$ cat config.mk
export PLATFORM = sky130hd
export DESIGN_NAME = spsram_arbiter
export DESIGN_NICKNAME = d
export VERILOG_FILES = /design/src/rtl/spsram_pkg.sv /design/src/rtl/spsram_rr_grant.sv /design/src/rtl/spsram_arbiter.sv
export SDC_FILE = /design/constraint.sdc
export NUM_CORES = 1
export LEC_CHECK = 0
export BUFFER_PORTS_ARGS = -buffer_cell sky130_fd_sc_hd__buf_2
export CAP_MARGIN = 5
export CORE_MARGIN = 4
export CORE_UTILIZATION = 33
export CTS_CLUSTER_DIAMETER = 40
export DETAILED_ROUTE_END_ITERATION = 8
export GPL_ROUTABILITY_DRIVEN = 1
export GPL_TIMING_DRIVEN = 1
export MAX_ROUTING_LAYER = met4
export PLACE_DENSITY = 0.88
export SLEW_MARGIN = 20
export SYNTH_ARGS = -nofsm -noshare
export SYNTH_HDL_FRONTEND = slang
export SYNTH_SLANG_ARGS = --single-unit
$ cat constraint.sdc
create_clock -name clk -period 1.7 [get_ports clk]
set_input_delay 0.255 -clock clk [delete_from_list [all_inputs] [get_ports clk]]
set_output_delay 0.255 -clock clk [all_outputs]
set_load 0.02 [all_outputs]
$ cat src/rtl/spsram_pkg.sv
// Shared definitions for the single-port SRAM arbiter: FSM encoding,
// requester count and a small one-hot helper.
package spsram_pkg;

  localparam int unsigned NUM_REQ = 2;

  typedef enum logic [1:0] {
    ST_BOOT  = 2'd0,
    ST_INIT  = 2'd1,
    ST_SERVE = 2'd2
  } state_t;

  // Requester index to one-hot vector.
  function automatic logic [NUM_REQ-1:0] onehot_idx(input logic idx);
    return idx ? 2'b10 : 2'b01;
  endfunction

endpackage

$ cat src/rtl/spsram_rr_grant.sv
// Two-way round-robin grant. The grant is combinational from valid and the
// priority flop; priority moves to the other requester after each accept.
module spsram_rr_grant
  import spsram_pkg::*;
(
  input  logic               clk,
  input  logic               rstn,
  input  logic [NUM_REQ-1:0] valid,
  input  logic               accept,
  output logic [NUM_REQ-1:0] grant
);

  logic prio;

  always_comb begin
    grant = '0;
    case (valid)
      2'b11:   grant = onehot_idx(prio);
      2'b01:   grant = 2'b01;
      2'b10:   grant = 2'b10;
      default: grant = '0;
    endcase
  end

  // Served requester loses priority on the next contention.
  always_ff @(posedge clk or negedge rstn) begin
    if (!rstn) begin
      prio <= 1'b0;
    end else if (accept && (|grant)) begin
      prio <= ~grant[1];
    end
  end

endmodule

$ cat src/rtl/spsram_arbiter.sv
// Round-robin front end for one single-port sync SRAM: zero-fills the array
// after reset, then issues one granted read or write per cycle.
module spsram_arbiter
  import spsram_pkg::*;
#(
  parameter int unsigned BW_DATA = 32,
  parameter int unsigned BW_ADDR = 5
) (
  input  logic                       clk,
  input  logic                       rstn,
  input  logic [NUM_REQ-1:0]         i_valid,
  input  logic [NUM_REQ-1:0]         i_we,
  input  logic [NUM_REQ*BW_ADDR-1:0] i_addr,
  input  logic [NUM_REQ*BW_DATA-1:0] i_wdata,
  output logic [NUM_REQ-1:0]         o_ready,
  output logic [NUM_REQ-1:0]         o_rvalid,
  output logic [BW_DATA-1:0]         o_rdata,
  output logic                       o_init_done,
  output logic                       mem_cen,
  output logic                       mem_wen,
  output logic                       mem_oen,
  output logic [BW_ADDR-1:0]         mem_addr,
  output logic [BW_DATA-1:0]         mem_wdata,
  input  logic [BW_DATA-1:0]         mem_rdata
);

  state_t               state;
  state_t               state_nxt;
  logic [BW_ADDR-1:0]   cnt;
  logic                 init_done;
  logic [NUM_REQ-1:0]   rvalid;
  logic [NUM_REQ-1:0]   grant;
  logic [NUM_REQ-1:0]   read_acc;
  logic                 serve;
  logic                 accept;
  logic                 gidx;
  logic                 we_g;
  logic [BW_ADDR-1:0]   addr_g;
  logic [BW_DATA-1:0]   wdata_g;

  assign serve  = (state == ST_SERVE);
  assign accept = serve & (|grant);
  assign gidx   = grant[1];

  spsram_rr_grant u_grant (
    .clk    (clk),
    .rstn   (rstn),
    .valid  (i_valid),
    .accept (accept),
    .grant  (grant)
  );

  // Payload of the granted requester.
  always_comb begin
    we_g    = i_we[0];
    addr_g  = i_addr[0 +: BW_ADDR];
    wdata_g = i_wdata[0 +: BW_DATA];
    if (gidx) begin
      we_g    = i_we[1];
      addr_g  = i_addr[BW_ADDR +: BW_ADDR];
      wdata_g = i_wdata[BW_DATA +: BW_DATA];
    end
  end

  always_ff @(posedge clk or negedge rstn) begin
    if (!rstn) begin
      state <= ST_BOOT;
    end else begin
      state <= state_nxt;
    end
  end

  // Next state, grant gating and SRAM port drive.
  always_comb begin
    state_nxt = state;
    o_ready   = '0;
    mem_cen   = 1'b0;
    mem_wen   = 1'b0;
    mem_addr  = '0;
    mem_wdata = '0;
    case (state)
      ST_BOOT: begin
        state_nxt = ST_INIT;
      end
      ST_INIT: begin
        mem_cen  = 1'b1;
        mem_wen  = 1'b1;
        mem_addr = cnt;
        if (cnt == '1) begin
          state_nxt = ST_SERVE;
        end
      end
      ST_SERVE: begin
        o_ready = grant;
        if (|grant) begin
          mem_cen   = 1'b1;
          mem_wen   = we_g;
          mem_addr  = addr_g;
          mem_wdata = wdata_g;
        end
      end
      default: begin
        state_nxt = ST_BOOT;
      end
    endcase
  end

  assign mem_oen = mem_cen & ~mem_wen;

  // Zero-fill address counter, cleared outside INIT.
  always_ff @(posedge clk or negedge rstn) begin
    if (!rstn) begin
      cnt <= '0;
    end else if (state == ST_INIT) begin
      cnt <= cnt + BW_ADDR'(1);
    end else begin
      cnt <= '0;
    end
  end

  always_ff @(posedge clk or negedge rstn) begin
    if (!rstn) begin
      init_done <= 1'b0;
    end else if ((state == ST_INIT) && (state_nxt == ST_SERVE)) begin
      init_done <= 1'b1;
    end
  end

  assign o_init_done = init_done;

  // Read return tag: one cycle behind the accepted read, matching SRAM latency.
  assign read_acc = (accept && !we_g) ? grant : '0;

  always_ff @(posedge clk or negedge rstn) begin
    if (!rstn) begin
      rvalid <= '0;
    end else begin
      rvalid <= read_acc;
    end
  end

  assign o_rvalid = rvalid;
  assign o_rdata  = (|rvalid) ? mem_rdata : '0;

endmodule

==> flow_metrics.tcl <==
set metrics [dict create \
    rows 24 \
    grt_pass1_wl_um 11800 \
    port_buffers 188 \
    drt_iter0_drc 143 \
    max_stage_delay_ps 460 \
    die_area_um2 5840 \
    max_freq_mhz 525 \
    crit_type "reg -> out" \
    ioPinCount 189 \
    nNetsFinal 559 \
    num_antenna_cells 0 \
    htree_levels 1 \
    syn_inst 234 \
    rsz0062_at_grt "true" \
    cellLeakagePower_uw 0.00175 \
    yosysWarningCount 0 \
    die-width_um 76.4 \
    drc 0 \
    drive_above_1_share 0.698 \
    min_period_over_period 1.12 \
    synth.avg_cell_area_um2 6.60 \
    wl_met2_um 4890 \
    n_fill_cell 277 \
    synth-seq-cells 11 \
    dr_wl_met3_um 625 \
    antenna_found_initial 0 \
    grt.overflow.total 0 \
    grt_usage 0.247 \
    grt_start_max_net_pins 33 \
    end_kind "output pin" \
    power_density_nw_per_um2 496 \
    viasPerCell 5.53 \
    insertion_delay_ps 250 \
    maxUsedRoutingLayer "met4" \
    violations "setup timing" \
    cts_root_buffer "clkbuf_8" \
    maxSlewHeadroom 0.791 \
    period_needed_ps 1910 \
    ir_drop_uv 455 \
    drt_first_pass_iters 4 \
    cp_top_family "compound AO/OA/AOI/OAI gates" \
    reg2reg_setup_slack_ps 50 \
    fin_tns_setup_ps -4940 \
    die_h_um 76.4 \
    cp.required_ps 1440 \
    tightest_slew_ps 314 \
    worst_setup_path_start_kind "register" \
    hold_viol 0 \
    clk_pin_slew_ps 60 \
    fin_ws_ps -206 \
    dp_hpwl_um 5410 \
    place.gp.congestion 0.804 \
    grt_pass1_vias 2451 \
    cts_tree "done" \
    crit_arrival_ps 1650 \
    cpMaxStageDelayCell "dfrtp_2" \
    cts_buffer_depth 2 \
    wl_per_cell_um 18.5 \
    critPathMaxFanout 4 \
    dpl.cell_count 466 \
    critPathBufInv 2 \
    clkSinkCount 11 \
    setup_viol 41 \
    slew_viol_final 0 \
    synth_area_um2 1540 \
    areaGrowthSynthToFinish_pct 132 \
    yosysUniqueCellTypes 33 \
    status "finished, violations left" \
    hold_class "in -> reg" \
    critical_path.cell_chain "ha_4 -> buf_6 -> o21a_1 -> o21a_2 -> a21boi_2 -> buf_4" \
    drtAntennaViolNets 0 \
    fin_cells 492 \
    wl_met1_um 3400 \
    synth-seq-area-share 0.178 \
    synthesis.nets 352 \
    finalClockSkew_ps 1.64 \
    routed_wl_um 9090 \
    num_vias 2719 \
    maxCapViolations 0 \
    initial_core_util 0.347 \
    cts_made_buffers 3 \
    core_area_um2 4440 \
]
-- metal layers --
layer | vias up | GRT usage
met4 | 0 | 0.0652
li1 | 1252 | -
met1 | 1280 | 0.267
met2 | 164 | 0.462
met5 | - | -
met3 | 23 | 0.0449
-- final cells by class --
| class | count | area [µm²] | share of cell area |
|---|---|---|---|
| repair buffers | 228 | 1610 | 0.451 |
| multi-input cells | 191 | 1550 | 0.433 |
| well taps | 52 | 65.1 | 0.0182 |
| flip-flops and latches | 11 | 277 | 0.0772 |
| inverters | 6 | 30.0 | 0.00839 |
| clock buffers | 4 | 45.0 | 0.0126 |
-- placed cells by master, fill, tap and decap left out, types with 5 or more instances in the layout --
| cell type | n |
|---|---|
| buf_2 | 146 |
| buf_4 | 41 |
| nor2b_1 | 35 |
| nand3_1 | 33 |
| buf_6 | 28 |
| a21oi_2 | 19 |
| o21ai_2 | 17 |
| o21ai_1 | 13 |
| a21oi_1 | 10 |
| dfrtp_1 | 10 |
| o21ai_4 | 9 |
| buf_12 | 6 |
| a21oi_4 | 5 |
-- state kept, by name (all words and copies together), names as in the netlist --
name          count
state             2
cnt               5
o_init_done       1
o_rvalid          2
u_grant.prio      1
-- timing repair --
item / in CTS / in global routing
pin swaps: 7 / 26
hold buffers: 1 / 0
buffers inserted: 11 / 6
resized for setup: 96 / 71
cloned: 1 / 5
hold endpoints to repair: 11 / 0
endpoints found under the setup margin: 41 / 43
-- per-stage QoR --
stage               setup slack [ps]  hold slack, ps  utilization  cell area (µm²)  power (µW)
floorplan                      -49.0           -40.6            -             1590         798
global route                    -260             209        0.805             3580        1850
CTS                             -151             199        0.709             3150        1580
global placement                65.2             136        0.596             2650        1130
finish                          -206             206        0.805             3580        1780
detailed placement              9.83             142        0.596             2650        1140
-- path summary, 6_finish.rpt --
path,from,end,depth (start not counted)
setup reg to reg,cnt[0],o_init_done,6
min in group asynchronous,rstn,state[0],2
hold / removal,i_we[1],o_rvalid[1],2
setup / recovery,state[1],mem_wen,6
max in group asynchronous,rstn,state[1],2
hold reg to reg,o_init_done,o_init_done,1
-- synthesized netlist by cell type --
cell type,count,share of area
nor2_1,5,0.012
o21ai_1,37,0.12
dfrtp_1,11,0.18
nand3_1,33,0.11
o211a_1,1,0.0065
a32oi_1,5,0.028
and3_1,1,0.0041
nand2_1,7,0.017
a21boi_1,1,0.0049
nor2b_1,35,0.14
o21a_1,2,0.0097
a221oi_1,5,0.028
buf_4,4,0.019
o2111a_1,1,0.0073
a211oi_1,1,0.0049
buf_2,9,0.029
ha_1,6,0.049
o21bai_1,1,0.0049
a31oi_1,2,0.0081
o21ai_2,2,0.011
inv_1,5,0.012
xor2_1,1,0.0057
a21oi_1,34,0.11
xnor2_1,1,0.0057
and2_1,4,0.016
inv_2,1,0.0024
a21o_1,1,0.0049
nand2b_1,2,0.0081
and2b_1,1,0.0049
clkbuf_1,10,0.024
o21ai_0,1,0.0032
buf_1,3,0.0073
nor3_1,1,0.0032
-- where the power goes --
group | switching (µW) | leakage, µW | internal (µW) | total [µW]
sequential | 4.39 | 0.000139 | 269 | 273
combinational | 660 | 0.00159 | 554 | 1210
clock | 123 | 0.0000228 | 166 | 289
total | 787 | 0.00175 | 989 | 1780
-- cell families (layout without fill, tap and decap cells) --
logic type                 after synthesis  after routing  synth area share
and+or+nand+nor                         89             89             0.314
buffers and inverters                   32            238            0.0948
adders and majority gates                6              6            0.0486
xor gates and xnor gates                 2              2            0.0113
DFF                                     11             11             0.178
AOI/OAI and AO/OA                       94             94             0.353
(Power assumes the default switching activity.)
